===== src/rtl/alu_wb_buffer_if.sv =====
// alu_wb_buffer_if
//   Bundles the producer-side (mux result in) and consumer-side (register-file
//   writeback out) signals of the writeback buffer.
//   Parameter N : result width.
//   Modports:
//     slave  - the buffer: takes res_in/fn_sel/rd_in/in_valid/wb_ready,
//              drives in_ready and the wb_* head outputs.
//     master - the environment: the mirror image of slave.
//   Handshake: a transfer happens on a rising clk edge where valid and ready
//   are both 1; valid is not made to depend on ready, and ready never depends
//   combinationally on valid (it is a function of registered state only).
interface alu_wb_buffer_if #(
   parameter int N = 16
) ();
   logic [N-1:0] res_in;
   logic [4:0]   fn_sel;
   logic [3:0]   rd_in;
   logic         in_valid;
   logic         in_ready;
   logic [N-1:0] wb_data;
   logic [3:0]   wb_fn;
   logic [3:0]   wb_rd;
   logic         wb_zero;
   logic         wb_neg;
   logic         wb_valid;
   logic         wb_ready;

   modport slave (
      input  res_in, fn_sel, rd_in, in_valid, wb_ready,
      output in_ready, wb_data, wb_fn, wb_rd, wb_zero, wb_neg, wb_valid
   );

   modport master (
      output res_in, fn_sel, rd_in, in_valid, wb_ready,
      input  in_ready, wb_data, wb_fn, wb_rd, wb_zero, wb_neg, wb_valid
   );
endinterface


===== src/rtl/alu_wb_buffer.sv =====
// alu_wb_buffer
//   Writeback stage behind the 16:1 function-result mux. Holds up to two
//   results (with fn_sel[3:0] and destination register) in a FIFO and hands
//   them to the register-file write port. Pushes whose fn_sel[4] is set are
//   illegal selects: the handshake completes but nothing is stored; they set
//   the sticky sel_err flag and bump the saturating err_cnt.
//   Optional feature macro: WB_FLAGS_EN - when defined, each entry also stores
//   zero/negative flags computed at push time, driving wb_zero/wb_neg. When
//   undefined, no flag storage exists and wb_zero/wb_neg are tied to 0.
// Ports
//   clk      : rising-edge clock
//   rst      : asynchronous active-high reset
//   bus      : alu_wb_buffer_if.slave (input side and writeback side)
//   err_clr  : synchronous clear of sel_err/err_cnt
//   sel_err  : sticky illegal-select flag
//   err_cnt  : illegal-select count, saturates at 255
module alu_wb_buffer #(
   parameter int N = 16
) (
   input  logic                  clk,
   input  logic                  rst,
   alu_wb_buffer_if.slave        bus,
   input  logic                  err_clr,
   output logic                  sel_err,
   output logic [7:0]            err_cnt
);
   localparam int DEPTH = 2;

   logic [N-1:0] mem_data [DEPTH];
   logic [3:0]   mem_fn   [DEPTH];
   logic [3:0]   mem_rd   [DEPTH];
   logic         wr_ptr;
   logic         rd_ptr;
   logic [1:0]   count;

   logic push;
   logic pop;
   logic illegal;
   logic wr_en;

   // Ready comes only from registered count: a full buffer refuses a push
   // even when the head is popped in the same cycle.
   assign bus.in_ready = (count < 2'd2);
   assign bus.wb_valid = (count != 2'd0);

   assign push    = bus.in_valid & bus.in_ready;
   assign pop     = bus.wb_valid & bus.wb_ready;
   assign illegal = push & bus.fn_sel[4];
   assign wr_en   = push & ~bus.fn_sel[4];

   always_ff @(posedge clk or posedge rst) begin
      if (rst) begin
         count  <= 2'd0;
         wr_ptr <= 1'b0;
         rd_ptr <= 1'b0;
         for (int i = 0; i < DEPTH; i++) begin
            mem_data[i] <= '0;
            mem_fn[i]   <= '0;
            mem_rd[i]   <= '0;
         end
      end else begin
         if (wr_en) begin
            mem_data[wr_ptr] <= bus.res_in;
            mem_fn[wr_ptr]   <= bus.fn_sel[3:0];
            mem_rd[wr_ptr]   <= bus.rd_in;
            wr_ptr           <= ~wr_ptr;
         end
         if (pop) begin
            rd_ptr <= ~rd_ptr;
         end
         case ({wr_en, pop})
            2'b10:   count <= count + 2'd1;
            2'b01:   count <= count - 2'd1;
            default: count <= count;
         endcase
      end
   end

   // Head outputs are forced to zero whenever the buffer is empty.
   assign bus.wb_data = bus.wb_valid ? mem_data[rd_ptr] : '0;
   assign bus.wb_fn   = bus.wb_valid ? mem_fn[rd_ptr]   : '0;
   assign bus.wb_rd   = bus.wb_valid ? mem_rd[rd_ptr]   : '0;

`ifdef WB_FLAGS_EN
   logic mem_zero [DEPTH];
   logic mem_neg  [DEPTH];

   always_ff @(posedge clk or posedge rst) begin
      if (rst) begin
         for (int i = 0; i < DEPTH; i++) begin
            mem_zero[i] <= 1'b0;
            mem_neg[i]  <= 1'b0;
         end
      end else if (wr_en) begin
         mem_zero[wr_ptr] <= (bus.res_in == '0);
         mem_neg[wr_ptr]  <= bus.res_in[N-1];
      end
   end

   assign bus.wb_zero = bus.wb_valid & mem_zero[rd_ptr];
   assign bus.wb_neg  = bus.wb_valid & mem_neg[rd_ptr];
`else
   assign bus.wb_zero = 1'b0;
   assign bus.wb_neg  = 1'b0;
`endif

   // A clear wins over history but not over an illegal push in the same
   // cycle: that push is counted as the first error after the clear.
   always_ff @(posedge clk or posedge rst) begin
      if (rst) begin
         sel_err <= 1'b0;
         err_cnt <= 8'd0;
      end else if (err_clr) begin
         sel_err <= illegal;
         err_cnt <= illegal ? 8'd1 : 8'd0;
      end else if (illegal) begin
         sel_err <= 1'b1;
         if (err_cnt != 8'hFF) begin
            err_cnt <= err_cnt + 8'd1;
         end
      end
   end
endmodule


===== src/flat_wrapper.sv =====
// flat-port wrapper written by rule: the top's interface ports become plain ports
module alu_wb_buffer_flat 
#(
   parameter int N = 16
)
  (clk, rst, err_clr, sel_err, err_cnt, bus_res_in, bus_fn_sel, bus_rd_in, bus_in_valid, bus_wb_ready, bus_in_ready, bus_wb_data, bus_wb_fn, bus_wb_rd, bus_wb_zero, bus_wb_neg, bus_wb_valid);
  alu_wb_buffer_if #(.N(N)) bus_i ();
  input  logic clk;
  input  logic rst;
  input  logic err_clr;
  output logic sel_err;
  output logic [7:0] err_cnt;
  input wire logic [$bits(bus_i.res_in)-1:0] bus_res_in;
  input wire logic [$bits(bus_i.fn_sel)-1:0] bus_fn_sel;
  input wire logic [$bits(bus_i.rd_in)-1:0] bus_rd_in;
  input wire logic [$bits(bus_i.in_valid)-1:0] bus_in_valid;
  input wire logic [$bits(bus_i.wb_ready)-1:0] bus_wb_ready;
  output wire logic [$bits(bus_i.in_ready)-1:0] bus_in_ready;
  output wire logic [$bits(bus_i.wb_data)-1:0] bus_wb_data;
  output wire logic [$bits(bus_i.wb_fn)-1:0] bus_wb_fn;
  output wire logic [$bits(bus_i.wb_rd)-1:0] bus_wb_rd;
  output wire logic [$bits(bus_i.wb_zero)-1:0] bus_wb_zero;
  output wire logic [$bits(bus_i.wb_neg)-1:0] bus_wb_neg;
  output wire logic [$bits(bus_i.wb_valid)-1:0] bus_wb_valid;
  assign bus_i.res_in = bus_res_in;
  assign bus_i.fn_sel = bus_fn_sel;
  assign bus_i.rd_in = bus_rd_in;
  assign bus_i.in_valid = bus_in_valid;
  assign bus_i.wb_ready = bus_wb_ready;
  assign bus_in_ready = bus_i.in_ready;
  assign bus_wb_data = bus_i.wb_data;
  assign bus_wb_fn = bus_i.wb_fn;
  assign bus_wb_rd = bus_i.wb_rd;
  assign bus_wb_zero = bus_i.wb_zero;
  assign bus_wb_neg = bus_i.wb_neg;
  assign bus_wb_valid = bus_i.wb_valid;
  alu_wb_buffer #(.N(N)) u_core (.clk(clk), .rst(rst), .bus(bus_i), .err_clr(err_clr), .sel_err(sel_err), .err_cnt(err_cnt));
endmodule

===== config.mk =====
export PLATFORM = sky130hd
export DESIGN_NAME = alu_wb_buffer_flat
export DESIGN_NICKNAME = d
export VERILOG_FILES = /design/src/rtl/alu_wb_buffer_if.sv /design/src/rtl/alu_wb_buffer.sv /design/src/flat_wrapper.sv
export SDC_FILE = /design/constraint.sdc
export NUM_CORES = 1
export LEC_CHECK = 0
export BUFFER_PORTS_ARGS = -buffer_cell sky130_fd_sc_hd__buf_2
export CAP_MARGIN = 20
export CORE_ASPECT_RATIO = 1.5
export CORE_UTILIZATION = 50
export CTS_BUF_LIST = sky130_fd_sc_hd__clkbuf_16
export CTS_CLUSTER_DIAMETER = 30
export CTS_CLUSTER_SIZE = 40
export DETAILED_ROUTE_END_ITERATION = 16
export PLACE_DENSITY = 0.78
export SLEW_MARGIN = 10
export SYNTH_ARGS = -nofsm -noshare
export SYNTH_HDL_FRONTEND = slang
export SYNTH_SLANG_ARGS = --single-unit
export TNS_END_PERCENT = 1

===== constraint.sdc =====
create_clock -name clk -period 5 [get_ports clk]
set_input_delay 1.25 -clock clk [delete_from_list [all_inputs] [get_ports clk]]
set_output_delay 1.25 -clock clk [all_outputs]
set_load 0.01 [all_outputs]

==> results of run 1 <==
## how the worst min path moves through the flow
stage,endpoint,startpoint
final,u_core.mem_data[18]$_DFFE_PP0P_,u_core.mem_data[18]$_DFFE_PP0P_
after global routing,u_core.mem_rd[6]$_DFFE_PP0P_,u_core.mem_rd[6]$_DFFE_PP0P_
after CTS,u_core.mem_data[18]$_DFFE_PP0P_,u_core.mem_data[18]$_DFFE_PP0P_
after detailed placement,u_core.mem_data[18]$_DFFE_PP0P_,u_core.mem_data[18]$_DFFE_PP0P_
after global placement,u_core.mem_fn[4]$_DFFE_PP0P_,u_core.mem_fn[4]$_DFFE_PP0P_
after floorplan,u_core.count[0]$_DFFE_PP0P_,u_core.count[0]$_DFFE_PP0P_
## sequential cells by signal (all words and copies together) (netlist names)
name and count:
u_core.mem_data 32, u_core.err_cnt 8, u_core.mem_fn 8, u_core.mem_rd 8, u_core.count 2, u_core.rd_ptr 1, u_core.sel_err 1, u_core.wr_ptr 1
## layer usage
| metal | part of all wire [%] | wire length, microns | track usage (%) |
|---|---|---|---|
| met4 | 2.6 | 152 | 13.9 |
| met2 | 54 | 3140 | 37.0 |
| met1 | 40 | 2330 | 22.5 |
| met5 | 0 | 0 | 0 |
| met3 | 3.7 | 218 | 4.90 |
## logic make-up after synthesis
group	after synthesis
muxes	75
DFF	61
and+or+nand+nor	50
buffers and inverters	22
AOI/OAI and AO/OA	15
xor gates and xnor gates	5
adders and majority gates	2
other	1
## metrics by stage
stage | hold WS (ns) | util, % | total power, W | area (sq um)
2_1_floorplan | 0.478 | - | 0.00145 | 2920
3_3_place_gp | 0.488 | 59.0 | 0.00170 | 3260
3_5_place_dp | 0.495 | 59.5 | 0.00174 | 3290
5_1_grt | 0.523 | 64.8 | 0.00247 | 3580
4_1_cts | 0.507 | 64.8 | 0.00235 | 3580
6_report | 0.504 | 64.8 | 0.00233 | 3580
## layout by cell type (no fill, tap or decap), types with 2 or more instances in the layout
cell type | Yosys | layout
a211oi_1 | 3 | 3
a21oi_1 | 2 | 2
a311oi_1 | 3 | 3
a41oi_1 | 2 | 2
and3_1 | 2 | 2
and4_1 | 2 | 2
buf_2 | 3 | 64
buf_4 | 4 | 3
clkbuf_16 | 0 | 9
clkinv_1 | 0 | 2
clkinvlp_4 | 0 | 2
conb_1 | 1 | 2
dfrtp_1 | 61 | 61
ha_1 | 2 | 2
inv_1 | 7 | 6
mux2_2 | 50 | 50
mux2i_1 | 25 | 25
nand2_1 | 2 | 2
nand2b_1 | 2 | 2
nor2_1 | 28 | 27
nor2b_1 | 3 | 3
nor3_1 | 2 | 2
xnor2_1 | 4 | 4
## power by group
group / switching [W] / leakage [nW] / internal [W]
Clock: 0.000214 / 0.136 / 0.000381
Combinational: 0.000401 / 0.844 / 0.000454
Sequential: 0.000160 / 0.747 / 0.000714
Total: 0.000776 / 1.73 / 0.00155
## layout make-up
| cell class | count | share of cell area [%] |
|---|---|---|
| clock buffers | 9 | 6.28 |
| clock inverters | 7 | 1.85 |
| inverters | 7 | 0.733 |
| multi-input cells | 149 | 35.8 |
| flip-flops and latches | 61 | 42.6 |
| well taps | 70 | 2.44 |
| repair buffers | 68 | 10.3 |
==> results.md, run 1 <==
- Post-Route WL: 5840 microns
- Post-synth top area cell: dfrtp_1
- FF-to-FF End: u_core.count[1]$_DFFE_PP0P_
- Initial antenna violation count: 0
- Layout cells sized above 1: 45.8%
- Max-cap violations: 0
- Fillers: 474
- Post-cts resize count: 0
- Final Wtd Congestion: 0.815
- Post-synthesis xor/xnor area fraction: 1.50%
- Number of flops mapped to enable cells by yosys: 0
- Crit share post-route: 65.0%
- Fin cells: 371
- Delay-heaviest family, CP: flip-flops
- Post-synthesis average cell area: 12.6 sq um
- Antenna Violating Nets Remaining: 0
- Clock Skews: 0.00212 ns
- Synth unique cells: 38
- Core Area: 5530 sq um
- P&R area growth vs syn: 22.8%
- P_leak: 1.73 nW
- GRT Total Usage: 21.1%
- Setup violators final: 0
- Worst-path fanout max: 14
- Worst setup SP type: flop
- Nature of the critical path endpoint: output pin
- Commonest cells in the netlist: 61 x dfrtp_1, 50 x mux2_2, 28 x nor2_1
- Crit Reg-Reg Startpoint: u_core.count[1]$_DFFE_PP0P_
- Layout Nets: 328
- Critical path origin: u_core.rd_ptr$_DFFE_PP0P_
- Max-slew violations: 0
- Levels on crit path: 4
- Cell with the most instances after synthesis: dfrtp_1
- Required time worst endpoint: 3.75 ns
- Post-Synth Simple-Gate Area: 9.47%
- # rows: 33
- Register Area: 1530 sq um
- Flop2flop setup slack: 2.81 ns
- I/O Pins: 67
- DR pass1 iterations: 4
- Most common flop cell mapped by yosys: dfrtp_1
- Worst setup margin: 1.75 ns
- Flops & latches, synth: 61
- Worst EP arrival: 2.00 ns
- Gr ovfl total: 0
- Global-route wire length before repair: 9450 microns
- F_max: 308 MHz
- Slowest CP cell: dfrtp_1
- CTS Buf Count: 9
- Pre-CTS setup slack: 2.06 ns
- Via count: 1977
- Synth top area cells: dfrtp_1 52%, mux2_2 19%, mux2i_1 8.6%
- Share of flip-flops with an asynchronous set or reset: 100%
- Synth Area in Adders: 0.857%
- CTS max path bufs: 2
- Die Width: 64.4 microns
- Clk_lat worst skew: 0.32 ns
- Pwr dens: 649 nW/um^2
- Starting density of the core: 52.8%
- Synth Instances: 231
- CP peak stage delay: 0.84 ns
- Crit path time final: 3.25 ns
- Post-synthesis mux area share: 27.9%
- Routed WL per cell: 15.7 microns
- Crit path to: bus_wb_data[10]
- # DRC: 0
- Clk root buf: clkbuf_16
- Hold Crit Class: reg2reg
- Reg clk slew, reported paths: 0.05 ns
- Slew margin rel.: 33.5%
- I/O Buffers: 64
- Inst Count DP: 355
- Hold path depth: 1
- Total die area: 6150 sq um
- Multi-input combinational cell area: 1280 sq um
- Worst r2r path cells: 5
- Status: finished clean
- WP buf/inv: 2
- Post-CTS setup buffers: 0
- Drt via density: 5.33
- Post-synthesis compound-gate area fraction: 3.86%
- HPWL after DPL: 4050 microns
- Pin count of the biggest net entering global routing: 46
- CTS hold repair buffers: 0
- Die Height: 95.6 microns
- CTS tree: built
- H-tree depth: 3
- CP cell instances: buf_4 -> mux2i_1 -> nor2_1 -> buf_2
- Type of the worst setup path: reg2out
- Worst VDD drop: 0.000398 V
- RSZ-0062 raised after global routing: false
- Synth Warn #: 0
- Clock net sink count: 61
- Cell Area, Synth: 2920 sq um
- Total negative slack: 0 ns
- Sequential fraction of the synthesis area: 52.3%
- Post-synth top area share: 52.3%
- Worst slew pin tran: 0.996 ns
- Final Hold Viols: 0
- Vias in the first global route: 2028
- DRT iter0 DRCs: 25
- Largest family of logic cells by synthesized area: multiplexers
- Antenna cells: 0
Power figures use the tool's default switching activity.
==> run 2, diff against run 1 <==
==> constraint.sdc (replaced) <==
create_clock -name clk -period 3.2 [get_ports clk]
set_input_delay 0.8 -clock clk [delete_from_list [all_inputs] [get_ports clk]]
set_output_delay 0.8 -clock clk [all_outputs]
set_load 0.01 [all_outputs]
==> run 2 against run 1 <==
Net effect:
- final cell count is 0.81% higher
- combinational power rose by 64%
- first-iteration DRC count up 72%
- critical path depth unchanged
- via count is 0.35% higher
- sequential power up 51%
- die area unchanged
- clock power is 96% higher
- sequential share of layout area is 0.86 points lower
- setup slack got worse by 0.96 ns
- critical path type unchanged
- largest power group is now combinational cells
- highest routed layer unchanged
==> results.md, run 2 (synthesis results as in run 1) <==
- FF-to-FF End: u_core.count[1]$_DFFE_PP0P_
- I/O Buffers: 64
- CTS Buf Count: 9
- Worst slew pin tran: 0.930 ns
- Reg clk slew, reported paths: 0.05 ns
- Slew margin rel.: 37.9%
- Final Hold Viols: 0
- Setup violators final: 0
- Antenna cells: 0
- # DRC: 0
- Layout cells sized above 1: 46.7%
- Most frequent cells in the layout: 64 x buf_2, 61 x dfrtp_1, 50 x mux2_2, 27 x nor2_1, 25 x mux2i_1
- Antenna Violating Nets Remaining: 0
- Clock net sink count: 61
- Type of the worst setup path: reg2out
- CTS max path bufs: 2
- Vias in the first global route: 2059
- DR pass1 iterations: 4
- Crit path time final: 2.41 ns
- F_max: 415 MHz
- Reg with most FFs: u_core.mem_data
- Nature of the critical path endpoint: output pin
- Pin count of the biggest net entering global routing: 46
- Fillers: 446
- Crit Reg-Reg Startpoint: u_core.count[1]$_DFFE_PP0P_
- I/O Pins: 67
- Worst-path fanout max: 21
- Total die area: 6150 sq um
- Required time worst endpoint: 2.40 ns
- Clock Skews: 0.00393 ns
- Initial antenna violation count: 0
- Post-Route WL: 5960 microns
- Final Wtd Congestion: 0.862
- Flop2flop setup slack: 1.36 ns
- Max-slew violations: 0
- Via count: 1984
- Hold Crit Class: reg2reg
- Worst r2r path cells: 7
- Die Height: 95.6 microns
- P&R area growth vs syn: 25.3%
- Global-route wire length before repair: 9600 microns
- Psw: 0.00121 W
- P_leak: 1.78 nW
- Status: finished clean
- Die Width: 64.4 microns
- Crit path to: bus_wb_data[4]
- Placed Area: 3290 sq um
- Gr ovfl total: 0
- # rows: 33
- Layout Nets: 331
- DRT iter0 DRCs: 43
- Seq pwr share: 34.0%
- Drt via density: 5.30
- Clk_lat worst skew: 0.32 ns
- Finished Core Util: 66.1%
- Switching Fraction: 31.2%
- Most common cell after layout, fill and taps aside: buf_2
- Clk pwr share: 30.1%
- CTS tree: built
- Worst VDD drop: 0.000670 V
- Pwr dens: 1060 nW/um^2
- Max-cap violations: 0
- RSZ-0062 raised after global routing: false
- Max reg flops: 32
- Post-CTS setup buffers: 0
- Critical path origin: u_core.count[1]$_DFFE_PP0P_
- Clk root buf: clkbuf_16
- Post-cts resize count: 0
- Worst EP arrival: 1.61 ns
- Finished Cell Area: 3660 sq um
- GRT Total Usage: 21.0%
- Cell Int Power: 0.00267 W
- HPWL after DPL: 3990 microns
- H-tree depth: 3
- CTS hold repair buffers: 0
- Starting density of the core: 52.8%
- Core Area: 5530 sq um
- Worst setup SP type: flop
- Total negative slack: 0 ns
- Combinational power share: 35.9%
- Crit share post-route: 75.3%
- Routed WL per cell: 15.9 microns
[run 2: changes by cell type in the layout (fill, tap and decap cells not counted)]
cell,delta
clkinv_1,-1
buf_16,-1
clkinvlp_4,-2
bufinv_16,+3
buf_4,+4
[run 2: worst min-delay path by stage]
stage                     cells past startpoint                               to  slack (ns)                            start
after floorplan                               1      u_core.count[0]$_DFFE_PP0P_        0.48      u_core.count[0]$_DFFE_PP0P_
after global placement                        1  u_core.mem_data[17]$_DFFE_PP0P_        0.49  u_core.mem_data[17]$_DFFE_PP0P_
after detailed placement                      1  u_core.mem_data[22]$_DFFE_PP0P_        0.49  u_core.mem_data[22]$_DFFE_PP0P_
after CTS                                     1  u_core.mem_data[22]$_DFFE_PP0P_        0.51  u_core.mem_data[22]$_DFFE_PP0P_
after global routing                          1  u_core.mem_data[23]$_DFFE_PP0P_        0.51  u_core.mem_data[23]$_DFFE_PP0P_
final                                         1   u_core.mem_data[0]$_DFFE_PP0P_        0.50   u_core.mem_data[0]$_DFFE_PP0P_
[run 2: per-stage QoR]
stage / setup WS [ns] / total power, W / instances / hold slack [ns]
finish: 0.790 / 0.00388 / 374 / 0.503
floorplan: 0.887 / 0.00226 / 232 / 0.478
CTS: 0.763 / 0.00392 / 374 / 0.506
global placement: 1.01 / 0.00266 / 358 / 0.488
global route: 0.694 / 0.00411 / 374 / 0.512
detailed placement: 0.983 / 0.00272 / 358 / 0.494
[run 2: worst max-delay path: stages, from the launching register on]
cell and delay, ns:
dfrtp_1 0.44, nor2_2 0.28, buf_4 0.33, nor2_1 0.09, buf_2 0.15
[run 2: area by class of cell]
class	count	area, sq um	area share (%)
tap	70	87.6	2.39
sequential	61	1530	41.7
timing repair buffer	71	373	10.2
clock inverter	7	138	3.76
inverter	7	26.3	0.718
clock buffer	9	225	6.16
multi-input combinational	149	1280	35.0
[run 2: power groups by stage]
stage | sequential (W) | combinational [W] | clock (W)
floorplan | 0.00126 | 0.000998 | 0
global placement | 0.00130 | 0.00136 | 0
detailed placement | 0.00132 | 0.00140 | 0
CTS | 0.00132 | 0.00142 | 0.00118
global route | 0.00136 | 0.00153 | 0.00122
finish | 0.00132 | 0.00140 | 0.00117
[run 2: layer usage]
metal | vias up | GRT usage (%) | part of all wire (%)
met5 | - | 0 | 0
met4 | 0 | 7.96 | 1.5
met3 | 10 | 5.02 | 3.3
met2 | 47 | 36.5 | 53
met1 | 978 | 25.0 | 42
li1 | 949 | - | -
==> run 3, diff against run 2 <==
--- a/config.mk
+++ b/config.mk
@@ -8,7 +8,7 @@
 export BUFFER_PORTS_ARGS = -buffer_cell sky130_fd_sc_hd__buf_2
 export CAP_MARGIN = 20
 export CORE_ASPECT_RATIO = 1.5
-export CORE_UTILIZATION = 50
+export CORE_UTILIZATION = 48
 export CTS_BUF_LIST = sky130_fd_sc_hd__clkbuf_16
 export CTS_CLUSTER_DIAMETER = 30
 export CTS_CLUSTER_SIZE = 40
==> constraint.sdc (replaced) <==
create_clock -name clk -period 2.11 [get_ports clk]
set_input_delay 0.5275 -clock clk [delete_from_list [all_inputs] [get_ports clk]]
set_output_delay 0.5275 -clock clk [all_outputs]
set_load 0.01 [all_outputs]
==> run 3 against run 2 <==
Net effect:
- die area grew 4.1%
- register-to-register slack lost 0.98 ns
- clock-buffer cell count is the same
- sequential share of layout area grew 0.87 points
- flip-flop and latch count is the same
- first-iteration DRC count grew 67%
==> results.md, run 3 (synthesis results as in run 1) <==
- Status: finished clean
- Seq pwr share: 37.4%
- Max-slew violations: 0
- Die Height: 97.5 microns
- Total Power: 0.00535 W
- Most frequent cells in the layout: 64 x buf_2, 61 x dfrtp_1, 50 x mux2_2, 27 x nor2_1, 25 x mux2i_1
- GRT Total Usage: 19.6%
- # rows: 34
- Post-CTS setup buffers: 0
- Met1 usage: 22.9%
- Total negative slack: 0 ns
- Antenna cells: 0
- GR met3 Demand/Resource: 4.58%
- I/O Buffers: 64
- Layout cells sized above 1: 45.2%
- Reg clk slew, reported paths: 0.05 ns
- Via count: 1979
- Reg with most FFs: u_core.mem_data
- Pwr dens: 1490 nW/um^2
- Die Width: 65.7 microns
- CTS max path bufs: 2
- Worst-path fanout max: 22
- RSZ-0062 raised after global routing: false
- Flop2flop setup slack: 0.38 ns
- Setup violators final: 0
- Finished Cell Area: 3580 sq um
- Multi-input combinational cell area: 1280 sq um
- Post-cts resize count: 0
- H-tree depth: 3
- Combinational power share: 39.9%
- Fin cells: 377
- I/O Pins: 67
- Crit Reg-Reg Startpoint: u_core.err_cnt[0]$_DFFE_PP0P_
- Final Hold Viols: 0
- Routed WL per cell: 14.8 microns
- # DRC: 0
- Switching Fraction: 32.8%
- Clock net sink count: 61
- Starting density of the core: 50.1%
- Drt via density: 5.25
- Psw: 0.00176 W
- Max reg flops: 32
- Most common cell after layout, fill and taps aside: buf_2
- P&R area growth vs syn: 22.7%
- Vias in the first global route: 2005
- GR peak layer: met2
- Inst Count DP: 361
- Type of the worst setup path: reg2out
- DR pass1 iterations: 4
- Clock Skews: 0.00330 ns
- Global-route wire length before repair: 9250 microns
- Worst VDD drop: 0.000997 V
- Placed Area: 3330 sq um
- DRT iter0 DRCs: 72
- Layout Nets: 332
- Cell Int Power: 0.00359 W
- HPWL after DPL: 3840 microns
- Hold Crit Class: in2async
- Finished Core Util: 61.5%
- Clk_lat worst skew: 0.32 ns
- P_leak: 1.75 nW
- CTS Buf Count: 9
- Core Area: 5830 sq um
- Total die area: 6400 sq um
- Worst setup SP type: flop
- Fillers: 459
- Clk root buf: clkbuf_16
- F_max: 498 MHz
- CTS tree: built
- Worst EP arrival: 1.48 ns
- Worst r2r path cells: 4
- Pin count of the biggest net entering global routing: 24
- Initial antenna violation count: 0
- FF-to-FF End: u_core.err_cnt[2]$_DFFE_PP0P_
- Nature of the critical path endpoint: output pin
- Crit share post-route: 95.2%
- Gr ovfl total: 0
- CTS hold repair buffers: 0
- Post-Route WL: 5570 microns
- Required time worst endpoint: 1.58 ns
- Clk pwr share: 22.7%
- Register Area: 1530 sq um
- Max-cap violations: 0
- Crit path time final: 2.01 ns
- Final Wtd Congestion: 0.756
- Antenna Violating Nets Remaining: 0
- Met2 usage: 31.7%
==> run 3: area by class of cell <==
class                           instances  area share (%)
Clock inverter                          7           0.768
Inverter                                7           0.733
Timing Repair Buffer                   72            11.3
Multi-Input combinational cell        149            35.8
Tap cell                               72            2.51
Clock buffer                            9            6.29
Sequential cell                        61            42.6
==> run 3: power groups by stage <==
stage               logic (W)  registers (W)  clock network (W)
global placement      0.00211        0.00197                  0
CTS                   0.00217        0.00200            0.00126
global route          0.00235        0.00207            0.00131
floorplan             0.00151        0.00192                  0
finish                0.00213        0.00200            0.00122
detailed placement    0.00216        0.00201                  0
==> run 3: worst max-delay path: stages, from the launching register on <==
cell and delay [ns]:
dfrtp_1 0.49, buf_12 0.24, mux2i_1 0.23, nor2_1 0.05
buf_2 0.13
==> run 3: worst max-delay path by stage <==
stage,startpoint,endpoint,slack [ns],cells after the start
floorplan,rst,u_core.count[0]$_DFFE_PP0P_,0.07,1
global placement,bus_in_valid,u_core.count[1]$_DFFE_PP0P_,0.41,6
detailed placement,bus_in_valid,u_core.count[1]$_DFFE_PP0P_,0.38,6
CTS,u_core.rd_ptr$_DFFE_PP0P_,bus_wb_rd[3],0.07,4
global route,u_core.rd_ptr$_DFFE_PP0P_,bus_wb_rd[3],0.007,4
finish,u_core.rd_ptr$_DFFE_PP0P_,bus_wb_rd[3],0.10,4
==> run 3: layer usage <==
metal	routed length, microns	vias up
met5	0	-
met4	159	0
met3	190	12
met2	2960	43
met1	2260	975
li1	-	949
==> run 3: stage by stage <==
step                      hold slack, ns  setup slack (ns)
after detailed placement           0.495             0.378
final                              0.219             0.102
after CTS                          0.231            0.0679
after floorplan                    0.478            0.0695
after global routing               0.261           0.00661
after global placement             0.488             0.412
